===== src/rtl/ami_pkg.sv =====
// Shared constants, state encoding and helpers for the AXI master read-command engine.
package ami_pkg;

    localparam logic [1:0]  BURST_INCR  = 2'b01;
    localparam int unsigned BOUNDARY_4K = 4096;

    typedef enum logic [1:0] {
        ST_IDLE  = 2'd0,
        ST_ISSUE = 2'd1,
        ST_DRAIN = 2'd2
    } rd_state_t;

    // Byte-lane shift: log2 of bytes per data beat.
    function automatic int unsigned byte_shift(input int unsigned dw);
        return $clog2(dw / 8);
    endfunction

endpackage


===== src/rtl/ami_burst_calc.sv =====
// Burst sizer: beats for the next INCR burst, bounded by remaining beats, BL and the 4KB page.
module ami_burst_calc
    import ami_pkg::*;
#(
    parameter int unsigned AXI_DW = 128,
    parameter int unsigned AXI_AW = 32,
    parameter int unsigned AXI_LW = 8,
    parameter int unsigned CNTW   = 16,
    parameter int unsigned BL     = 16,
    parameter int unsigned NW     = $clog2(BL) + 1
) (
    input  logic [AXI_AW-1:0] i_next_addr,
    input  logic [CNTW-1:0]   i_ar_rem,
    output logic [NW-1:0]     o_n,
    output logic [AXI_LW-1:0] o_arlen
);

    localparam int unsigned SHIFT = byte_shift(AXI_DW);
    localparam int unsigned MW    = (CNTW > 13) ? CNTW : 13;

    logic [12:0]   w_dist_bytes;
    logic [12:0]   w_dist_beats;
    logic [MW-1:0] w_min;
    logic          w_unused_addr;

    // Minimum of remaining beats, BL and beats left before the next 4KB page.
    always_comb begin
        w_dist_bytes = 13'(BOUNDARY_4K) - {1'b0, i_next_addr[11:0]};
        w_dist_beats = w_dist_bytes >> SHIFT;
        w_min        = MW'(i_ar_rem);
        if (MW'(BL) < w_min) begin
            w_min = MW'(BL);
        end
        if (MW'(w_dist_beats) < w_min) begin
            w_min = MW'(w_dist_beats);
        end
    end

    assign o_n     = NW'(w_min);
    assign o_arlen = AXI_LW'(w_min - MW'(1));

    assign w_unused_addr = ^i_next_addr[AXI_AW-1:12];

endmodule


===== src/rtl/ami_rd_dma.sv =====
// Read-command engine: splits one linear read into AXI INCR bursts and streams the returned beats.
module ami_rd_dma
    import ami_pkg::*;
#(
    parameter int unsigned AXI_DW     = 128,
    parameter int unsigned AXI_AW     = 32,
    parameter int unsigned AXI_IW     = 8,
    parameter int unsigned AXI_LW     = 8,
    parameter int unsigned AXI_SW     = 3,
    parameter int unsigned AXI_BURSTW = 2,
    parameter int unsigned AXI_RRESPW = 2,
    parameter int unsigned BL         = 16,
    parameter int unsigned CNTW       = 16,
    parameter int unsigned RD_ID      = 0
) (
    input  logic                  usr_clk,
    input  logic                  usr_reset,
    input  logic [AXI_AW-1:0]     cmd_addr,
    input  logic [CNTW-1:0]       cmd_beats,
    input  logic                  cmd_valid,
    output logic                  cmd_ready,
    output logic [AXI_IW-1:0]     usr_arid,
    output logic [AXI_AW-1:0]     usr_araddr,
    output logic [AXI_LW-1:0]     usr_arlen,
    output logic [AXI_SW-1:0]     usr_arsize,
    output logic [AXI_BURSTW-1:0] usr_arburst,
    output logic                  usr_arvalid,
    input  logic                  usr_arready,
    input  logic [AXI_IW-1:0]     usr_rid,
    input  logic [AXI_DW-1:0]     usr_rdata,
    input  logic [AXI_RRESPW-1:0] usr_rresp,
    input  logic                  usr_rlast,
    input  logic                  usr_rvalid,
    output logic                  usr_rready,
    output logic [AXI_DW-1:0]     dout_data,
    output logic                  dout_last,
    output logic                  dout_valid,
    input  logic                  dout_ready,
    output logic                  done,
    output logic                  err
);

    localparam int unsigned SHIFT = byte_shift(AXI_DW);
    localparam int unsigned NW    = $clog2(BL) + 1;

    rd_state_t          r_state;
    rd_state_t          w_state_nxt;
    logic [AXI_AW-1:0]  r_next_addr;
    logic [CNTW-1:0]    r_ar_rem;
    logic [CNTW-1:0]    r_r_rem;
    logic               r_arvalid;
    logic [AXI_AW-1:0]  r_araddr;
    logic [AXI_LW-1:0]  r_arlen;
    logic               r_done;
    logic               r_err;
    logic               r_cmd_ready;

    logic [NW-1:0]      w_n;
    logic [AXI_LW-1:0]  w_arlen;
    logic [CNTW-1:0]    w_ar_rem_nxt;
    logic               w_active;
    logic               w_cmd_fire;
    logic               w_ar_fire;
    logic               w_beat;
    logic               w_last_beat;
    logic               w_unused_in;

    ami_burst_calc #(
        .AXI_DW (AXI_DW),
        .AXI_AW (AXI_AW),
        .AXI_LW (AXI_LW),
        .CNTW   (CNTW),
        .BL     (BL),
        .NW     (NW)
    ) u_burst_calc (
        .i_next_addr (r_next_addr),
        .i_ar_rem    (r_ar_rem),
        .o_n         (w_n),
        .o_arlen     (w_arlen)
    );

    // Handshake and status decodes.
    assign w_active     = (r_state != ST_IDLE);
    assign w_cmd_fire   = cmd_valid & r_cmd_ready;
    assign w_ar_fire    = r_arvalid & usr_arready;
    assign w_beat       = usr_rvalid & usr_rready;
    assign w_last_beat  = w_beat & (r_r_rem == CNTW'(1));
    assign w_ar_rem_nxt = r_ar_rem - CNTW'(w_n);

    // Zero-latency beat pass-through, closed off outside a command.
    assign dout_data  = usr_rdata;
    assign dout_valid = usr_rvalid & w_active;
    assign usr_rready = dout_ready & w_active;
    assign dout_last  = w_active & (r_r_rem == CNTW'(1));

    assign cmd_ready   = r_cmd_ready;
    assign usr_arvalid = r_arvalid;
    assign usr_araddr  = r_araddr;
    assign usr_arlen   = r_arlen;
    assign usr_arid    = AXI_IW'(RD_ID);
    assign usr_arsize  = AXI_SW'(SHIFT);
    assign usr_arburst = AXI_BURSTW'(BURST_INCR);
    assign done        = r_done;
    assign err         = r_err;

    // RID and RLAST carry no information here: beat counting is authoritative.
    assign w_unused_in = ^{usr_rid, usr_rlast};

    // State register.
    always_ff @(posedge usr_clk) begin
        if (usr_reset) begin
            r_state <= ST_IDLE;
        end else begin
            r_state <= w_state_nxt;
        end
    end

    // Next-state logic; the final beat returns to IDLE from either active state.
    always_comb begin
        w_state_nxt = r_state;
        case (r_state)
            ST_IDLE: begin
                if (w_cmd_fire) begin
                    w_state_nxt = ST_ISSUE;
                end
            end
            ST_ISSUE: begin
                if (w_last_beat) begin
                    w_state_nxt = ST_IDLE;
                end else if (w_ar_fire && (w_ar_rem_nxt == '0)) begin
                    w_state_nxt = ST_DRAIN;
                end
            end
            ST_DRAIN: begin
                if (w_last_beat) begin
                    w_state_nxt = ST_IDLE;
                end
            end
            default: w_state_nxt = ST_IDLE;
        endcase
    end

    // Command latch, AR generation, beat accounting and status flags.
    always_ff @(posedge usr_clk) begin
        if (usr_reset) begin
            r_next_addr <= '0;
            r_ar_rem    <= '0;
            r_r_rem     <= '0;
            r_arvalid   <= 1'b0;
            r_araddr    <= '0;
            r_arlen     <= '0;
            r_done      <= 1'b0;
            r_err       <= 1'b0;
            r_cmd_ready <= 1'b1;
        end else begin
            r_done      <= w_last_beat;
            r_cmd_ready <= (w_state_nxt == ST_IDLE);
            if (w_cmd_fire) begin
                r_next_addr <= cmd_addr;
                r_ar_rem    <= cmd_beats;
                r_r_rem     <= cmd_beats;
                r_err       <= 1'b0;
                r_arvalid   <= 1'b0;
            end else begin
                if (w_beat) begin
                    r_r_rem <= r_r_rem - CNTW'(1);
                    if (usr_rresp != '0) begin
                        r_err <= 1'b1;
                    end
                end
                if (r_state == ST_ISSUE) begin
                    if (w_ar_fire) begin
                        r_arvalid   <= 1'b0;
                        r_next_addr <= r_next_addr + (AXI_AW'(w_n) << SHIFT);
                        r_ar_rem    <= w_ar_rem_nxt;
                    end else if (!r_arvalid && (r_ar_rem != '0)) begin
                        r_arvalid <= 1'b1;
                        r_araddr  <= r_next_addr;
                        r_arlen   <= w_arlen;
                    end
                end
                if (w_last_beat) begin
                    r_arvalid <= 1'b0;
                end
            end
        end
    end

endmodule


===== config.mk =====
export PLATFORM = sky130hd
export DESIGN_NAME = ami_rd_dma
export DESIGN_NICKNAME = d
export VERILOG_FILES = /design/src/rtl/ami_pkg.sv /design/src/rtl/ami_burst_calc.sv /design/src/rtl/ami_rd_dma.sv
export SDC_FILE = /design/constraint.sdc
export NUM_CORES = 1
export LEC_CHECK = 0
export BUFFER_PORTS_ARGS = -buffer_cell sky130_fd_sc_hd__buf_2
export CELL_PAD_IN_SITES_DETAIL_PLACEMENT = 0
export CELL_PAD_IN_SITES_GLOBAL_PLACEMENT = 2
export CORE_UTILIZATION = 27
export CTS_BUF_LIST = sky130_fd_sc_hd__clkbuf_4 sky130_fd_sc_hd__clkbuf_8
export DETAILED_ROUTE_END_ITERATION = 12
export PLACE_DENSITY_LB_ADDON = 0.1
export SYNTH_ARGS = -nofsm -noshare
export SYNTH_HDL_FRONTEND = slang
export SYNTH_SLANG_ARGS = --single-unit

===== constraint.sdc =====
create_clock -name usr_clk -period 15.79 [get_ports usr_clk]
set_input_delay 1.579 -clock usr_clk [delete_from_list [all_inputs] [get_ports usr_clk]]
set_output_delay 1.579 -clock usr_clk [all_outputs]
set_load 0.03 [all_outputs]

==> results.sh <==
export IMPL_ys_seq_elements=110
export IMPL_fp_dieArea_um2=28900
export IMPL_htree_levels=3
export IMPL_synthTopCellsByArea="dfxtp_1, buf_4, nand2_1"
export IMPL_syn_inst=985
export IMPL_slew_violations=0
export IMPL_gp_congestion=0.764
export IMPL_layout_nets=1130
export IMPL_synth_warnings=0
export IMPL_grt_pass1_wl_um=36900
export IMPL_cts_sinks=110
export IMPL_grt_max_degree=90
export IMPL_fin_skew_ns=0.0272
export IMPL_synth_cell_type_count=79
export IMPL_clockBufferDepth=2
export IMPL_worst_pin_slew_ns=1.11
export IMPL_ctsHoldBuffers=0
export IMPL_finalCritPeriodShare_pct=45.2
export IMPL_path_class="reg2reg"
export IMPL_numCtsBuffers=9
export IMPL_status="finished, final reports clean"
export IMPL_cpMostUsedCell="ha_1"
export IMPL_vdd_ir_drop_max_uv=38.5
export IMPL_fmax_mhz=140
export IMPL_first_iter_violations=315
export IMPL_fillers=3229
export IMPL_drc=0
export IMPL_leakage_nw=2.82
export IMPL_layout_commonest_cell="nand2_1"
export IMPL_die_w_um=170
export IMPL_cts_resized=0
export IMPL_antenna_found_initial=0
export IMPL_synth_edf_count=0
export IMPL_cap_viol_max_count=0
export IMPL_layout_common_cells="nand2_1, dfxtp_1, buf_2"
export IMPL_fin_ws_ns=8.65
export IMPL_grtUsageTotal_pct=16.3
export IMPL_cts_root_buf="clkbuf_8"
export IMPL_rrSetupSlack_ns=8.65
export IMPL_postCtsSetupBuffers=0
export IMPL_rsz0062_at_grt="no"
export IMPL_worst_path_buf_inv=1
export IMPL_p_per_area_nw_per_um2=105
export IMPL_setup_tns_ns=0
export IMPL_setup_viol=0
export IMPL_dpl_instance_area_um2=7430
export IMPL_ys_flop_type="dfxtp_1"
export IMPL_area_growth_pct=0.0984
export IMPL_utilization_pct=27.5
export IMPL_crit_chain="or4_4 > nor4_4 > nand2_1 > nor3_1 > nor3b_1 > nor2_1 > ha_1 > and3_1 > o2111ai_4 > o21ai_2 > mux2_2 > inv_1 > ha_1 > ha_1 > a41oi_1 > nand2_1 > a311oi_1 > a21oi_1 > nor2_1 > or3_1 > a311oi_1"
export IMPL_yosysTopAreaCell="dfxtp_1"
export IMPL_finish_instance_area_um2=7630
export IMPL_detail_route_antenna_nets=0
export IMPL_place_ws_ns=8.62
export IMPL_synth_avg_cell_area_um2=7.74
export IMPL_core_um2=27800
export IMPL_grt_pass1_vias=6353
export IMPL_port_buffers=102
export IMPL_overflow=0
export IMPL_worstSetupStartpointType="flop"
export IMPL_period_needed_ns=7.14
export IMPL_slew_limit_headroom_pct=26.3
export IMPL_hold_viol=0
export IMPL_wl_per_cell_um=18.0
export IMPL_synth_top_area_share_pct=28.9
export IMPL_max_stage_delay_ns=0.91
export IMPL_cts_tree="done"
export IMPL_pin_count=381
export IMPL_end_kind="flop"
export IMPL_synth_area_um2=7630
export IMPL_cp_data_arrival_time_ns=7.46
export IMPL_via_per_inst=4.93
export IMPL_async_reset_ff_share_pct=0
export IMPL_clock_latency_ns=0.41
export IMPL_routed_wl_um=23400
export IMPL_whs_ns=0.457
export IMPL_holdCritPathClass="reg2reg"
export IMPL_dr_total_vias=6433
export IMPL_drtPass1Iterations=4
export IMPL_antennaDiodeCount=0
export IMPL_dp_hpwl_um=17200
export IMPL_worstPathMaxFanout=15
export IMPL_clkTransAtPathRegs_ns=0.14
export IMPL_crit_slowest_cell="a21oi_1"
export IMPL_crit_family="simple AND/OR/NAND/NOR gates"
export IMPL_die_h_um=170
export IMPL_yosysSeqAreaShare_pct=28.9
export IMPL_core_rowCount=61
export IMPL_drive_gt1_share_pct=16.6
export IMPL_cp_required_ns=16.12
export IMPL_start_util_pct=27.5
[report_power, final]
group          internal [W]  switching (W)  total, W
clock             0.0000630       0.000123  0.000186
sequential         0.000298      0.0000267  0.000325
combinational      0.000101       0.000190  0.000290
total              0.000462       0.000339  0.000801
[area by class of cell]
type	count	area (um2)	share of cell area, %
Clock buffer	9	124	1.62
Clock inverter	7	77.6	1.02
Inverter	19	71.3	0.934
Multi-Input combinational cell	669	4100	53.7
Sequential cell	110	2200	28.8
Tap cell	378	473	6.19
Timing Repair Buffer	112	588	7.70
[state kept, by name (all words and copies together) (netlist names)]
register     count
usr_arlen        8
r_ar_rem        16
r_next_addr     32
err              1
r_r_rem         16
usr_arvalid      1
r_state          2
cmd_ready        1
done             1
usr_araddr      32
[through the flow]
step | std cells | total power, W
4_1_cts | 1304 | 0.000818
6_report | 1304 | 0.000801
3_3_place_gp | 1288 | 0.000627
3_5_place_dp | 1288 | 0.000624
2_1_floorplan | 1000 | 0.000604
5_1_grt | 1304 | 0.000862
[synth_stat cells, types with 4 or more instances]
library cell and n:
a211oi_1 19, a21o_1 7, a21oi_1 87, a311oi_1 17
a31oi_1 8, and2_1 6, and3_1 10, buf_1 4
buf_4 143, clkbuf_1 48, dfxtp_1 110, ha_1 16
inv_1 17, nand2_1 137, nand2b_1 4, nand3_1 15
nand4_1 11, nor2_1 66, nor2b_1 4, nor3_1 21
nor3b_1 6, nor4_1 16, o2111ai_1 6, o211ai_1 14
o21ai_0 15, o21ai_1 9, o21bai_1 14, o31ai_1 12
or3_1 9, or4_1 14, xnor2_1 28, xor2_1 21
[cells by family after synthesis]
group | count (synthesis) | synth area share, %
buffers and inverters | 221 | 18.3
adders and majority gates | 18 | 2.90
other | 2 | 0.0985
AOI/OAI and AO/OA | 244 | 21.7
xor gates and xnor gates | 51 | 6.20
DFF | 110 | 28.9
muxes | 5 | 0.705
and+or+nand+nor | 334 | 21.2
[per-layer routing]
metal  global-route usage, %  share of wire (%)  vias to the layer above
met5                       0                  0                        -
met4                    4.97                2.5                        0
met3                    3.28                4.4                       62
met2                    26.3                 45                      128
met1                    21.8                 48                     3037
li1                        -                  -                     3206
[final timing paths]
path	from	cells after the start	endpoint
worst max register to register	r_next_addr[3]$_SDFFE_PP0P_	21	r_next_addr[10]$_SDFFE_PP0P_
worst max-delay path	r_next_addr[3]$_SDFFE_PP0P_	21	r_next_addr[10]$_SDFFE_PP0P_
worst min-delay path	usr_araddr[9]$_SDFFE_PP0P_	2	usr_araddr[9]$_SDFFE_PP0P_
worst min register to register	usr_araddr[9]$_SDFFE_PP0P_	2	usr_araddr[9]$_SDFFE_PP0P_
[worst reg2reg max path: cells and delay by family (launching register included)]
| family | cells | cell delay, ns |
|---|---|---|
| multiplexers | 1 | 0.48 |
| AO/OA/AOI/OAI | 6 | 2.32 |
| AND/OR/NAND/NOR | 10 | 3.01 |
| flip-flops | 1 | 0.35 |
| adder cells (fa/ha/maj) | 3 | 0.79 |
| buffers and inverters | 1 | 0.14 |
No activity file was read; power rests on OpenSTA's default activity.
